[src/rtl/reg_write_sequencer.sv]
// Write-back sequencer for the multicycle MIPS datapath: drives the register-write-address
// mux select, the register-bank write enable and the write-data select.
module reg_write_sequencer #(
    parameter int unsigned KIND_W = 3,
    parameter int unsigned SEL_W  = 3
) (
    input  logic              clk,
    input  logic              reset,
    input  logic              start,
    input  logic [KIND_W-1:0] wb_kind,
    input  logic              hold,
    output logic [1:0]        RegWriteMUX,
    output logic              RegWrite,
    output logic [SEL_W-1:0]  data_sel,
    output logic              busy,
    output logic              done,
    output logic              illegal
);

    localparam logic [KIND_W-1:0] K_NONE    = KIND_W'(0);
    localparam logic [KIND_W-1:0] K_RT      = KIND_W'(1);
    localparam logic [KIND_W-1:0] K_RD      = KIND_W'(2);
    localparam logic [KIND_W-1:0] K_LINK    = KIND_W'(3);
    localparam logic [KIND_W-1:0] K_PUSH    = KIND_W'(4);
    localparam logic [KIND_W-1:0] K_POP     = KIND_W'(5);
    localparam logic [KIND_W-1:0] K_LINK_RD = KIND_W'(6);
    localparam logic [KIND_W-1:0] K_RSVD    = KIND_W'(7);

    localparam logic [SEL_W-1:0] SEL_ALU = SEL_W'(0);
    localparam logic [SEL_W-1:0] SEL_MDR = SEL_W'(1);
    localparam logic [SEL_W-1:0] SEL_PC  = SEL_W'(2);
    localparam logic [SEL_W-1:0] SEL_SPM = SEL_W'(3);
    localparam logic [SEL_W-1:0] SEL_SPP = SEL_W'(4);

    localparam logic [1:0] MUX_RT = 2'b00;
    localparam logic [1:0] MUX_SP = 2'b01;
    localparam logic [1:0] MUX_RA = 2'b10;
    localparam logic [1:0] MUX_RD = 2'b11;

    typedef enum logic [1:0] {S_IDLE, S_WB1, S_WB2, S_DONE} state_t;

    state_t            r_state;
    state_t            w_next;
    logic [KIND_W-1:0] r_kind;
    logic [1:0]        r_mux;
    logic              r_rw;
    logic [SEL_W-1:0]  r_sel;
    logic              r_busy;
    logic              r_done;
    logic              r_ill;
    logic [1:0]        w_mux;
    logic              w_rw;
    logic [SEL_W-1:0]  w_sel;
    logic              w_busy;
    logic              w_done;
    logic              w_ill;

    // Outputs are registered from the current state, so they trail the state by one edge;
    // this lets hold gate the write on the same cycle the write step is visible.
    always_ff @(posedge clk) begin
        if (reset) begin
            r_state <= S_IDLE;
            r_kind  <= '0;
            r_mux   <= MUX_RT;
            r_rw    <= 1'b0;
            r_sel   <= '0;
            r_busy  <= 1'b0;
            r_done  <= 1'b0;
            r_ill   <= 1'b0;
        end else begin
            r_state <= w_next;
            if (r_state == S_IDLE && start)
                r_kind <= wb_kind;
            r_mux   <= w_mux;
            r_rw    <= w_rw;
            r_sel   <= w_sel;
            r_busy  <= w_busy;
            r_done  <= w_done;
            r_ill   <= w_ill;
        end
    end

    always_comb begin
        w_next = r_state;
        case (r_state)
            S_IDLE: begin
                if (start) begin
                    if (wb_kind == K_NONE || wb_kind == K_RSVD)
                        w_next = S_DONE;
                    else
                        w_next = S_WB1;
                end
            end
            S_WB1: begin
                if (!hold)
                    w_next = (r_kind == K_POP) ? S_WB2 : S_DONE;
            end
            S_WB2: begin
                if (!hold)
                    w_next = S_DONE;
            end
            S_DONE:  w_next = S_IDLE;
            default: w_next = S_IDLE;
        endcase
    end

    always_comb begin
        w_mux  = r_mux;
        w_sel  = r_sel;
        w_rw   = 1'b0;
        w_done = 1'b0;
        w_ill  = 1'b0;
        w_busy = (r_state != S_IDLE);
        case (r_state)
            S_WB1: begin
                w_rw = ~hold;
                case (r_kind)
                    K_RT:      begin w_mux = MUX_RT; w_sel = SEL_ALU; end
                    K_RD:      begin w_mux = MUX_RD; w_sel = SEL_ALU; end
                    K_LINK:    begin w_mux = MUX_RA; w_sel = SEL_PC;  end
                    K_PUSH:    begin w_mux = MUX_SP; w_sel = SEL_SPM; end
                    K_POP:     begin w_mux = MUX_RT; w_sel = SEL_MDR; end
                    K_LINK_RD: begin w_mux = MUX_RD; w_sel = SEL_PC;  end
                    default:   w_rw = 1'b0;
                endcase
            end
            S_WB2: begin
                w_rw  = ~hold;
                w_mux = MUX_SP;
                w_sel = SEL_SPP;
            end
            S_DONE: begin
                w_done = 1'b1;
                w_ill  = (r_kind == K_RSVD);
            end
            default: ;
        endcase
    end

    assign RegWriteMUX = r_mux;
    assign RegWrite    = r_rw;
    assign data_sel    = r_sel;
    assign busy        = r_busy;
    assign done        = r_done;
    assign illegal     = r_ill;

endmodule

[config.mk]
export PLATFORM = sky130hd
export DESIGN_NAME = reg_write_sequencer
export DESIGN_NICKNAME = d
export VERILOG_FILES = /design/src/rtl/reg_write_sequencer.sv
export SDC_FILE = /design/constraint.sdc
export NUM_CORES = 1
export LEC_CHECK = 0
export BUFFER_PORTS_ARGS = -buffer_cell sky130_fd_sc_hd__buf_2
export CORE_UTILIZATION = 46
export CTS_CLUSTER_SIZE = 25
export DETAILED_ROUTE_END_ITERATION = 10
export GPL_TIMING_DRIVEN = 0
export PLACE_DENSITY = 0.79
export SKIP_LAST_GASP = 1
export SYNTH_ARGS = -nofsm -noshare
export SYNTH_HDL_FRONTEND = slang
export SYNTH_SLANG_ARGS = --single-unit
[constraint.sdc]
create_clock -name clk -period 1.48 [get_ports clk]
set_input_delay 0.296 -clock clk [delete_from_list [all_inputs] [get_ports clk]]
set_output_delay 0.296 -clock clk [all_outputs]
set_load 0.02 [all_outputs]
==> metrics <==
result of the run finished clean; summed instance area of the synthesized netlist 732.0 sq um; power per standard cell area 1667 nW/um^2; Nets 120; wire length of the first global-routing pass 2684 um; number of sinks driven by the clock tree 14; buffer cell driving the clock tree root sky130_fd_sc_hd__clkbuf_4; end point of the critical path data_sel[2]$_SDFFE_PP0P_; Core ar. 1489 sq um; Reg power frac 35.0%; count of distinct cell types in the synthesized netlist 31; part of the cycle the worst path needs 95.89%; Overflow after GRT 0; critical path peak fanout 8; TritonCTS buffer count 3; asr flop ratio synth 0%; routability-driven placement congestion ratio 0.8147; Synth Area in Compound Gates 22.39%; Seq/Total Area, Yosys 38.29%; synthesized flop and latch total 14; final antenna-violating net count 0; signed area change from the synthesized netlist to the final layout 23.59%; share of synthesized cell area in full adder, half adder and majority cells 8.547%; Std-Cell Rows 14; clk buf depth 2; worst clock skew 0.004653 ns; Post-DP HPWL 1150 um; critical path class register to register; Crit path required time 1.68 ns; combinational family with the most area after synthesis simple AND/OR/NAND/NOR gates; final setup violation count 0; Switching Fraction 40.35%; area share of the largest cell type after synthesis 38.29%; Port-buffer cells 15; Max VDD drop 1.136 mV; clock transition at the register clock pins on the worst setup and hold paths after CTS 0.09 ns; Die Span Y 41.89 um; share of total power in combinational logic 46.3%; WL per Instance 13.14 um; number of levels the H-tree was split into 1; power dissipated by switching net loads 0.6083 mW; maximum number of pins on one net before global-route repair 11; via count 701; Hold/Removal Path Class primary input to register; Worst Reg2Reg Path Length in Cells 5; kind of start point of the critical path register; startpoint of the tightest hold check path reset; overall power of the completed layout 1.508 mW; antenna violations before repair 0; DRC marker count from the first detailed-route iteration 45; post-detailed-routing wire length 1616 um; clock power share 18.6%; worst slew pin tran 0.4712 ns; top achievable clock speed 0.7046 GHz; max_cap viols 0; post-CTS repair timing setup buffer count 0; Yosys warning total 0; fraction of synthesized area in multiplexers 0%; via-per-instance ratio 5.699; r2r endpoint data_sel[2]$_SDFFE_PP0P_; synthesized area divided by synthesized cell count 8.318 sq um; CTS hold repair buffers 0; synthesized-area fraction occupied by and/or/nand/nor cells 24.44%; synthesized instance count 88; arrival time at the worst endpoint 1.62 ns; starting density of the core 49.16%; share of layout cells above drive strength 1 31.78%; Final Max Tran Viols 0; detailed-router iteration count before antenna repair 4; Rel. slew slack 68.59%; worst r2r src r_state[0]$_SDFFE_PP0P_; diode insertion count for antenna repair 0; most common library cells after synthesis sky130_fd_sc_hd__dfxtp_1 (14), sky130_fd_sc_hd__a21oi_1 (8), sky130_fd_sc_hd__nand2_1 (7), sky130_fd_sc_hd__nand3_1 (7); tightest hold margin 0.2332 ns; Tot GR Track Use 21.04%; nature of the critical path endpoint register; CTS tree built; vias in the first global route 642; register-to-register setup slack 0.06 ns; Synth Net Count 100; leakage dissipation 0.3677 nW; number of design rule violations left after detail routing 0; worst skew pair latency 0.29 ns; number of ports placed on the die boundary 16; Die ar. 1755 sq um; parity-gate share of the synthesized area counting xor and xnor cells 0%; post-route minimum period 1.419 ns; cell taking the most area after synthesis sky130_fd_sc_hd__dfxtp_1; start point of the critical path r_state[0]$_SDFFE_PP0P_; most area-consuming cells after synthesis sky130_fd_sc_hd__dfxtp_1 (38%), sky130_fd_sc_hd__ha_1 (8.5%), sky130_fd_sc_hd__a21oi_1 (5.5%), sky130_fd_sc_hd__nand3_1 (4.8%), sky130_fd_sc_hd__nand2_1 (3.6%); final-report hold violation count 0; Top FF cell, synth sky130_fd_sc_hd__dfxtp_1; dominant cell by count in the synthesized netlist sky130_fd_sc_hd__dfxtp_1; Pint 0.8993 mW; floorplan die width 41.89 um; EDFF count, synth 0
[critical path, cell delays in order (launching register included)]
cell and delay (ns):
sky130_fd_sc_hd__dfxtp_2 0.37, sky130_fd_sc_hd__inv_4 0.09, sky130_fd_sc_hd__ha_4 0.18, sky130_fd_sc_hd__and2b_2 0.25, sky130_fd_sc_hd__and3_1 0.20, sky130_fd_sc_hd__nor4_2 0.24
[state kept, by name, indices dropped and copies added, names as in the netlist]
register	flops
done	1
busy	1
RegWrite	1
illegal	1
data_sel	3
RegWriteMUX	2
r_state	2
r_kind	3
[layout make-up]
class                      instances  area (sq um)
fill                             138         584.3
multi-input combinational         64         439.2
sequential                        14         285.3
timing repair buffer              15         75.07
clock buffer                       4         36.28
inverter                           6         25.02
buffer                             4         23.77
tap                               16         20.02
[metal layers]
layer | track usage [%] | up-vias | wire length (um)
met1 | 23.69 | 307 | 721
met3 | 6.957 | 2 | 95
li1 | - | 359 | -
met5 | 0 | - | 0
met4 | 12.26 | 0 | 21
met2 | 34.38 | 33 | 778
[layout by cell type (no fill, tap or decap), drive strengths merged]
master   instances
buf             17
dfxtp           14
a21oi            8
nand3            7
nand2            7
nor2             6
inv              6
clkbuf           6
o21ai            5
ha               5
and3             3
a211oi           2
nor2b            2
a31oi            2
a311oi           2
or3              2
and2b            1
nor4             1
nor3             1
nand2b           1
and2             1
or2              1
a31o             1
nor3b            1
o41ai            1
o2111ai          1
o32ai            1
a211o            1
a32oi            1
[how the worst min path moves through the flow]
stage	cells after the start	to	slack, ns
after floorplan	1	done$_SDFF_PP0_	0.38
after global routing	2	done$_SDFF_PP0_	0.23
after CTS	2	done$_SDFF_PP0_	0.23
final	2	done$_SDFF_PP0_	0.23
after global placement	2	data_sel[1]$_SDFFE_PP0P_	0.48
after detailed placement	2	data_sel[1]$_SDFFE_PP0P_	0.50
[kinds of logic (layout without fill, tap and decap cells)]
logic type	Yosys count	after routing
and+or+nand+nor	34	34
AOI/OAI and AO/OA	25	25
DFF	14	14
buffers and inverters	10	29
adders and majority gates	5	5
[power groups by stage]
stage	registers (mW)	clock network (mW)	logic, mW
detailed placement	0.508	0	0.624
CTS	0.509	0.288	0.659
finish	0.528	0.281	0.698
floorplan	0.547	0	0.434
global placement	0.504	0	0.613
global route	0.540	0.304	0.773
[through the flow]
step	setup TNS [ns]	std cells	util [%]	instance area, sq um	worst slack (ns)
after detailed placement	-0.1750	119	55.55	827.0	-0.1178
after CTS	0	123	59.50	885.9	0.008143
after floorplan	0	88	-	732.0	0.09264
after global routing	-0.006649	123	60.76	904.6	-0.006649
final	0	123	60.76	904.6	0.06079
after global placement	-0.09129	119	55.55	827.0	-0.06076
[timing repair]
item,CTS,global route
hold endpoints to repair,0,0
pin swaps,0,0
resized for setup,6,7
endpoints found under the setup margin,5,3
Power figures use the tool's default switching activity.
